**src/rtl/play_engine.sv**
```systemverilog
// Play command responder: streams a clip from sample memory to the DAC,
// one sample per DAC slot, with pause, stop and underrun accounting.
module play_engine #(
  parameter int unsigned ADDR_W  = 23,
  parameter int unsigned DATA_W  = 16,
  parameter int unsigned UNDER_W = 8
) (
  input  logic               i_clk,
  input  logic               i_rst,
  input  logic               play_start,
  input  logic [ADDR_W-1:0]  play_select,
  input  logic               play_pause,
  input  logic               play_stop,
  output logic               play_done,
  output logic               rd_req,
  output logic [ADDR_W-1:0]  rd_addr,
  input  logic               rd_ack,
  input  logic [DATA_W-1:0]  rd_data,
  input  logic               dac_req,
  output logic [DATA_W-1:0]  dac_data,
  output logic [UNDER_W-1:0] underrun_cnt,
  output logic               busy
);
  localparam logic [1:0] S_IDLE  = 2'd0;
  localparam logic [1:0] S_FETCH = 2'd1;
  localparam logic [1:0] S_HOLD  = 2'd2;
  localparam logic [1:0] S_DONE  = 2'd3;

  logic [1:0]         r_state;
  logic [ADDR_W-1:0]  r_addr;
  logic [ADDR_W-1:0]  r_len;
  logic [DATA_W-1:0]  r_buf;
  logic [DATA_W-1:0]  r_dac;
  logic [UNDER_W-1:0] r_under;
  logic               r_buf_vld;
  logic               r_stop_pend;
  logic               r_done;

  logic w_last;
  logic w_consume;
  logic w_under_max;

  assign w_last      = (r_addr == r_len - ADDR_W'(1));
  assign w_under_max = &r_under;
  // A stop in the same slot as the final sample still lets that sample out.
  assign w_consume   = dac_req && !play_pause && r_buf_vld && (!play_stop || w_last);

  always_ff @(posedge i_clk) begin
    if (i_rst) begin
      r_state     <= S_IDLE;
      r_addr      <= '0;
      r_len       <= '0;
      r_buf       <= '0;
      r_dac       <= '0;
      r_under     <= '0;
      r_buf_vld   <= 1'b0;
      r_stop_pend <= 1'b0;
      r_done      <= 1'b0;
    end else begin
      r_done <= 1'b0;
      case (r_state)
        S_IDLE: begin
          if (dac_req) r_dac <= '0;
          if (play_start) begin
            r_len       <= play_select;
            r_addr      <= '0;
            r_under     <= '0;
            r_buf_vld   <= 1'b0;
            r_stop_pend <= 1'b0;
            if (play_select == '0) begin
              r_state <= S_DONE;
              r_done  <= 1'b1;
            end else begin
              r_state <= S_FETCH;
            end
          end
        end
        S_FETCH: begin
          if (play_stop) r_stop_pend <= 1'b1;
          if (dac_req) begin
            r_dac <= '0;
            if (!play_pause && !play_stop && !r_stop_pend && !w_under_max)
              r_under <= r_under + UNDER_W'(1);
          end
          // The read is never abandoned; a pending stop only discards its data.
          if (rd_ack) begin
            if (r_stop_pend || play_stop) begin
              r_state <= S_DONE;
              r_done  <= 1'b1;
            end else begin
              r_buf     <= rd_data;
              r_buf_vld <= 1'b1;
              r_state   <= S_HOLD;
            end
          end
        end
        S_HOLD: begin
          if (w_consume) begin
            r_dac     <= r_buf;
            r_buf_vld <= 1'b0;
            if (w_last) begin
              r_state <= S_DONE;
              r_done  <= 1'b1;
            end else begin
              r_addr  <= r_addr + ADDR_W'(1);
              r_state <= S_FETCH;
            end
          end else begin
            if (dac_req) r_dac <= '0;
            if (play_stop) begin
              r_state <= S_DONE;
              r_done  <= 1'b1;
            end
          end
        end
        default: begin
          r_dac       <= '0;
          r_buf_vld   <= 1'b0;
          r_stop_pend <= 1'b0;
          if (!play_start) r_state <= S_IDLE;
        end
      endcase
    end
  end

  assign play_done    = r_done;
  assign rd_req       = (r_state == S_FETCH);
  assign rd_addr      = r_addr;
  assign dac_data     = r_dac;
  assign underrun_cnt = r_under;
  assign busy         = (r_state != S_IDLE);
endmodule

```
**config.mk**
```make
export PLATFORM = sky130hd
export DESIGN_NAME = play_engine
export DESIGN_NICKNAME = d
export VERILOG_FILES = /design/src/rtl/play_engine.sv
export SDC_FILE = /design/constraint.sdc
export NUM_CORES = 1
export LEC_CHECK = 0
export ABC_CLOCK_PERIOD_IN_PS = 5000
export BUFFER_PORTS_ARGS = -buffer_cell sky130_fd_sc_hd__buf_2
export CORE_MARGIN = 1
export CORE_UTILIZATION = 59
export DETAILED_ROUTE_END_ITERATION = 8
export PLACE_DENSITY = 0.85
export SLEW_MARGIN = 40
export SYNTH_ARGS = -nofsm -noshare
export SYNTH_HDL_FRONTEND = slang
export SYNTH_SLANG_ARGS = --single-unit
```
**constraint.sdc**
```tcl
create_clock -name i_clk -period 5 [get_ports i_clk]
set_clock_uncertainty 0.15 [all_clocks]
set_input_delay 1 -clock i_clk [delete_from_list [all_inputs] [get_ports i_clk]]
set_output_delay 1 -clock i_clk [all_outputs]
set_load 0.05 [all_outputs]
```
==> results of run 1 <==
## final timing paths
check / from / end / slack [ns] / depth (start not counted)
worst min register to register: r_buf[6]$_SDFFE_PP0P_ / r_buf[6]$_SDFFE_PP0P_ / 0.31 / 2
worst min-delay path: r_buf[6]$_SDFFE_PP0P_ / r_buf[6]$_SDFFE_PP0P_ / 0.31 / 2
worst max register to register: r_len[0]$_SDFFE_PP0P_ / dac_data[2]$_SDFF_PP0_ / 1.31 / 10
worst max-delay path: r_len[0]$_SDFFE_PP0P_ / dac_data[2]$_SDFF_PP0_ / 1.31 / 10
## logic make-up (layout without fill, tap and decap cells)
logic type               after synthesis  count (layout)  share of synthesized area
XOR/XNOR                              36              36                     0.0679
buffers and inverters                 41             124                     0.0429
AND/OR/NAND/NOR                      252             252                      0.288
flip-flops                            91              91                      0.392
AO/OA/AOI/OAI                        140             140                      0.192
multiplexers                           4               4                    0.00889
adder cells (fa/ha/maj)                3               3                    0.00809
## power groups by stage
stage	registers, mW	logic [mW]	clock network (mW)
after floorplan	0.791	0.278	0
after global placement	0.806	0.334	0
after detailed placement	0.808	0.339	0
after CTS	0.792	0.342	0.512
after global routing	0.798	0.379	0.539
final	0.793	0.344	0.505
## metal layers
layer | global-route usage | part of all wire | vias up
li1 | - | - | 2191
met4 | 0.129 | 0.029 | 0
met2 | 0.490 | 0.50 | 140
met1 | 0.349 | 0.43 | 2131
met5 | 0 | 0 | -
met3 | 0.0614 | 0.046 | 33
## placed cells by master, fill, tap and decap left out, types with 2 or more instances in the layout
cell       count
nand4b_1       2
clkinv_4       3
nand4_1       10
a22o_2         6
and2_1         3
clkbuf_8       9
dfxtp_1       91
and3_1         7
o211ai_1       5
and3_2         3
o21ai_0       20
or4_1         10
nor3_1        12
nor4_1         8
o31ai_1        9
xor2_1        16
nand3b_1       2
nor2b_1        5
o2111ai_1      3
inv_8          2
clkinv_8       2
a22o_1        10
buf_4          5
nor3b_1        3
a31oi_1        2
nor2_1        27
nand3_1       14
mux2i_1        3
buf_2         94
xnor2_1       20
ha_1           3
or2_2          3
inv_1          9
nor4_2         2
a21oi_1       67
or3_1         11
nand2b_1       4
nand2_1      106
## stage by stage
step / power (mW) / util / area (sq um) / setup WS [ns] / std cells
2_1_floorplan: 1.07 / - / 4640 / 1.82 / 567
4_1_cts: 1.65 / 0.714 / 5320 / 1.38 / 749
6_report: 1.64 / 0.716 / 5330 / 1.31 / 749
5_1_grt: 1.72 / 0.716 / 5330 / 1.05 / 749
3_5_place_dp: 1.15 / 0.687 / 5110 / 1.42 / 733
3_3_place_gp: 1.14 / 0.686 / 5110 / 1.58 / 733
## worst register-to-register path, stage by stage (launching register included)
cell	delay, ns
dfxtp_1	0.39
inv_1	0.09
ha_1	0.22
nor3b_2	0.57
a21oi_1	0.16
nor4_1	0.44
and3_2	0.27
nand4_2	0.15
or2_4	0.32
a211oi_4	0.61
a22o_2	0.26
## area by class of cell
class,count,area share
multi-input cells,435,0.495
flip-flops and latches,91,0.342
repair buffers,99,0.0953
clock buffers,9,0.0232
well taps,99,0.0232
clock inverters,7,0.0153
inverters,9,0.00634
## state kept, by name, summed over array words and instances, names as in the netlist
register and cells:
dac_data 16, play_done 1, r_buf 16, r_buf_vld 1
r_len 23, r_state 2, r_stop_pend 1, rd_addr 23
underrun_cnt 8
==> flow_summary.toml, run 1 <==
[yosys]
postSynthCellCount = 567
synth.most_common_cell = "nand2_1"
syn_nets = 616
postSynth.asyncResetShare = 0
synth-seq-cells = 91
yosys_most_used_dff = "dfxtp_1"
ys_types = 73
synth_top_area_frac = 0.392
synth_edf_count = 0
synth.cell_area_sq_um = 4640
synth_area_leader_cell = "dfxtp_1"
ys_seq_area_frac = 0.392
netlist_top_cells_count = "nand2_1, dfxtp_1, a21oi_1"
yosys_warnings = 0
synth_area_leaders = "dfxtp_1, nand2_1, a21oi_1, xnor2_1, xor2_1"
syn_area_per_cell_sq_um = 8.19

[worst_setup_path]
cp.arrival_ns = 3.86
cp_slowest_cell = "a211oi_4"
cp_max_fo = 15
critPathMaxStageDelay_ns = 0.61
start_kind = "flop"
path_cells = "inv_1 -> ha_1 -> nor3b_2 -> a21oi_1 -> nor4_1 -> and3_2 -> nand4_2 -> or2_4 -> a211oi_4 -> a22o_2"
crit_type = "flop to flop"
crit_family = "simple AND/OR/NAND/NOR gates"
critical_path_required_ns = 5.17
end_kind = "flop"
path_buf_inv = 1

[clock_tree]
cts.htree.levels = 3
ctsResizeCount = 0
cts-root-buf = "clkbuf_8"
cts.clk_slew.worst_paths_ns = 0.11
clock_latency_ns = 0.38
post_cts.repair.setup_buffers = 0
cts_max_path_buffers = 2
clkSinkCount = 91
cts_buffers = 9
cts_tree = "yes"
cts_hold_buffers = 0

[detailed_routing]
viasPerCell = 6.00
route.detailed.drc = 0
first_pass_iters = 4
via_count = 4495
drt-total-wl_um = 11700
routedWlPerCell_um = 15.7
drt_iter0_markers = 260
final_antenna_net_count = 0

[layout]
layout-drive-gt1-share = 0.231
syn_to_final_growth_pct = 14.8
n_fill_cell = 630
nets = 694
seq_area_sq_um = 1820
diodes = 0
multi_input_area_sq_um = 2640

[floorplan]
io_pins = 96
dieArea_sq_um = 8230
num_rows = 31
fp.dieW_um = 90.7
initial_utilization = 0.623
die-height_um = 90.7
coreArea_sq_um = 7450

[timing]
drv_slew = 0
maxSlewHeadroom = 0.558
period_needed_ns = 3.69
setup_viol = 0
worstMarginPinSlew_ns = 0.661
finalHoldViolations = 0
rsz0062_at_grt = "false"
fin_setup_tns_ns = 0
post-route-period-util = 0.738
fmax_mhz = 271
hold_slack_ns = 0.312

[min_path]
hold_class = "flop to flop"

[placed_design]
port_buffers = 95
hpwl_um = 8430
gp_congestion = 0.890

[global_route]
grt_usage = 0.289
grt_overflow = 0
grt_max_degree = 54
grt_pass1_wl_um = 19200
grt_pass1_vias = 4186
antenna_found_initial = 0

[outcome]
status = "completed"

[power]
p_switching_mw = 0.554
sw_frac_of_total = 0.337
ir_drop_uv = 222
comb_power_share = 0.210
powerDensity_nw_per_um2 = 308
clock_power_share = 0.307
p_int_mw = 1.09
p_leak_nw = 2.13
seqPwrFrac = 0.483

[job]
cap_viol_max_count = 0
(Power assumes the default switching activity.)
==> run 2: changes to the inputs <==
--- a/config.mk
+++ b/config.mk
@@ -5,12 +5,12 @@
 export SDC_FILE = /design/constraint.sdc
 export NUM_CORES = 1
 export LEC_CHECK = 0
-export ABC_CLOCK_PERIOD_IN_PS = 5000
+export ABC_CLOCK_PERIOD_IN_PS = 3200
 export BUFFER_PORTS_ARGS = -buffer_cell sky130_fd_sc_hd__buf_2
 export CORE_MARGIN = 1
-export CORE_UTILIZATION = 59
+export CORE_UTILIZATION = 50
 export DETAILED_ROUTE_END_ITERATION = 8
-export PLACE_DENSITY = 0.85
+export PLACE_DENSITY = 0.77
 export SLEW_MARGIN = 40
 export SYNTH_ARGS = -nofsm -noshare
 export SYNTH_HDL_FRONTEND = slang
==> constraint.sdc (replaced) <==
create_clock -name i_clk -period 3.2 [get_ports i_clk]
set_clock_uncertainty 0.15 [all_clocks]
set_input_delay 0.64 -clock i_clk [delete_from_list [all_inputs] [get_ports i_clk]]
set_output_delay 0.64 -clock i_clk [all_outputs]
set_load 0.05 [all_outputs]
==> run 2 against run 1 <==
  * The run now ends with DRC left
  * Total power increased by 59%
  * Non-clock buffer count increased by 12
  * Cell count increased by 2.9%
  * Critical path depth increased by 2
  * Wire length decreased by 0.72%
  * Largest cell class unchanged
  * Highest routed layer unchanged
==> flow_summary.toml, run 2 (synthesis results as in run 1) <==
[outcome]
status = "finished, violations left"
violations = "DRC"

[worst_setup_path]
critical_path_required_ns = 3.37
cp_slowest_cell = "or4b_2"
cp_common_cell = "buf_4"
path_buf_inv = 3
rrSetupSlack_ns = 0.14
cp_max_fo = 15
critPathMaxStageDelay_ns = 0.65
worst-r2r-cell-count = 12
cp.arrival_ns = 3.23
r2r-end = "dac_data[2]$_SDFF_PP0_"
path_cells = "nor4_4 -> buf_4 -> buf_4 -> nand4_4 -> nor2_1 -> or4b_2 -> a21oi_2 -> o211ai_2 -> or2_4 -> a211oi_4 -> buf_12 -> a22o_2"
crit_family = "simple AND/OR/NAND/NOR gates"
start_kind = "flop"
crit_type = "flop to flop"
end_kind = "flop"
r2r-start = "r_len[7]$_SDFFE_PP0P_"

[timing]
period_needed_ns = 3.06
worstMarginPinSlew_ns = 0.630
fmax_mhz = 326
setup_viol = 0
post-route-period-util = 0.957
fin_setup_tns_ns = 0
drv_slew = 0
finalHoldViolations = 0
maxSlewHeadroom = 0.579
fin_ws_ns = 0.137

[detailed_routing]
first_pass_iters = 9
drt-total-wl_um = 11700
final_antenna_net_count = 0
routedWlPerCell_um = 15.1
viasPerCell = 5.80
via_count = 4472
route.detailed.drc = 4
drt_iter0_markers = 211

[min_path]
min-delay-start = "r_buf[4]$_SDFFE_PP0P_"
hold_path_end = "r_buf[4]$_SDFFE_PP0P_"
whs_path_depth = 2
hold_class = "flop to flop"

[power]
p_leak_nw = 2.21
ir_drop_uv = 235
powerDensity_nw_per_um2 = 477

[floorplan]
initial_utilization = 0.525
dieArea_sq_um = 9670
coreArea_sq_um = 8850
io_pins = 96
num_rows = 34
die-height_um = 98.4
fp.dieW_um = 98.4

[placed_design]
gp_congestion = 0.864
dp_slack_ns = 0.0368
port_buffers = 95
place_inst = 752
hpwl_um = 8360

[clock_tree]
cts_hold_buffers = 0
cts.clk_slew.worst_paths_ns = 0.11
cts_buffers = 9
cts_max_path_buffers = 2
cts.htree.levels = 3
clock_latency_ns = 0.37
cts_tree = "yes"
clkSinkCount = 91
cts-root-buf = "clkbuf_8"

[job]
cap_viol_max_count = 0

[global_route]
antenna_found_initial = 0
grt_pass1_vias = 4101
grt_usage = 0.245
grt_pass1_wl_um = 19200
grt_max_degree = 41
grt_overflow = 0

[layout]
finalNonFillerCells = 771
syn_to_final_growth_pct = 18.1
nets = 707
layout_common_cells = "nand2_1, buf_2, dfxtp_1"
layout-drive-gt1-share = 0.253
diodes = 0
final_common_cell = "nand2_1"
## run 2: cell types whose count changed in the layout (fill, tap and decap cells not counted), moves of 2 or more
cell	previous run	this run
dfxtp_1	91	87
buf_4	5	14
inv_6	0	2
clkinv_4	3	1
dfxtp_2	0	4
buf_12	0	2
## run 2: area by class of cell
cell class              instances  area (sq um)
clock buffers                   9           124
fillers                       785          3370
multi-input cells             436          2660
well taps                     108           135
inverters                       9          33.8
flip-flops and latches         91          1830
clock inverters                 7          76.3
repair buffers                111           621
## run 2: metal layers
| metal | share of wire | GRT usage | up-vias | wire length (um) |
|---|---|---|---|---|
| met5 | 0 | 0 | - | 0 |
| met4 | 0.021 | 0.0896 | 0 | 243 |
| met3 | 0.048 | 0.0429 | 22 | 557 |
| met2 | 0.50 | 0.423 | 133 | 5790 |
| met1 | 0.43 | 0.306 | 2102 | 5060 |
| li1 | - | - | 2215 | - |
## run 2: timing repair
action	4_1_cts	5_1_grt
setup buffers	0	2
resized for setup	0	8
setup endpoints to repair	0	34
endpoints found under the hold margin	0	0
## run 2: tightest hold or removal path: cells and delay by family (launching register included)
kind               cells  cell delay, ns
and+or+nand+nor        1            0.05
AOI/OAI and AO/OA      1            0.05
DFF                    1            0.32
## run 2: metrics by stage
stage / power [mW] / hold WS [ns] / area, sq um / util
finish: 2.61 / 0.310 / 5480 / 0.619
floorplan: 1.67 / 0.286 / 4640 / -
global placement: 1.80 / 0.292 / 5220 / 0.590
CTS: 2.60 / 0.313 / 5420 / 0.613
global route: 2.74 / 0.332 / 5480 / 0.619
detailed placement: 1.82 / 0.299 / 5220 / 0.590
## run 2: report_power, final
part | leakage [nW] | switching (mW) | internal [mW]
registers | 0.739 | 0.0636 | 1.17
logic | 1.37 | 0.338 | 0.249
clock network | 0.103 | 0.476 | 0.312
total | 2.21 | 0.878 | 1.74
## run 2: how the worst max path moves through the flow
stage / startpoint / end / depth (start not counted) / slack [ns]
6_report: r_len[7]$_SDFFE_PP0P_ / dac_data[2]$_SDFF_PP0_ / 12 / 0.14
5_1_grt: r_len[1]$_SDFFE_PP0P_ / rd_addr[7]$_SDFFE_PP0P_ / 12 / -0.005
4_1_cts: r_len[4]$_SDFFE_PP0P_ / rd_addr[17]$_SDFFE_PP0P_ / 10 / 0.005
3_5_place_dp: r_len[4]$_SDFFE_PP0P_ / rd_addr[17]$_SDFFE_PP0P_ / 10 / 0.04
3_3_place_gp: r_len[4]$_SDFFE_PP0P_ / rd_addr[7]$_SDFFE_PP0P_ / 10 / 0.14
2_1_floorplan: rd_addr[2]$_SDFFE_PP0P_ / rd_addr[22]$_SDFFE_PP0P_ / 11 / 0.02
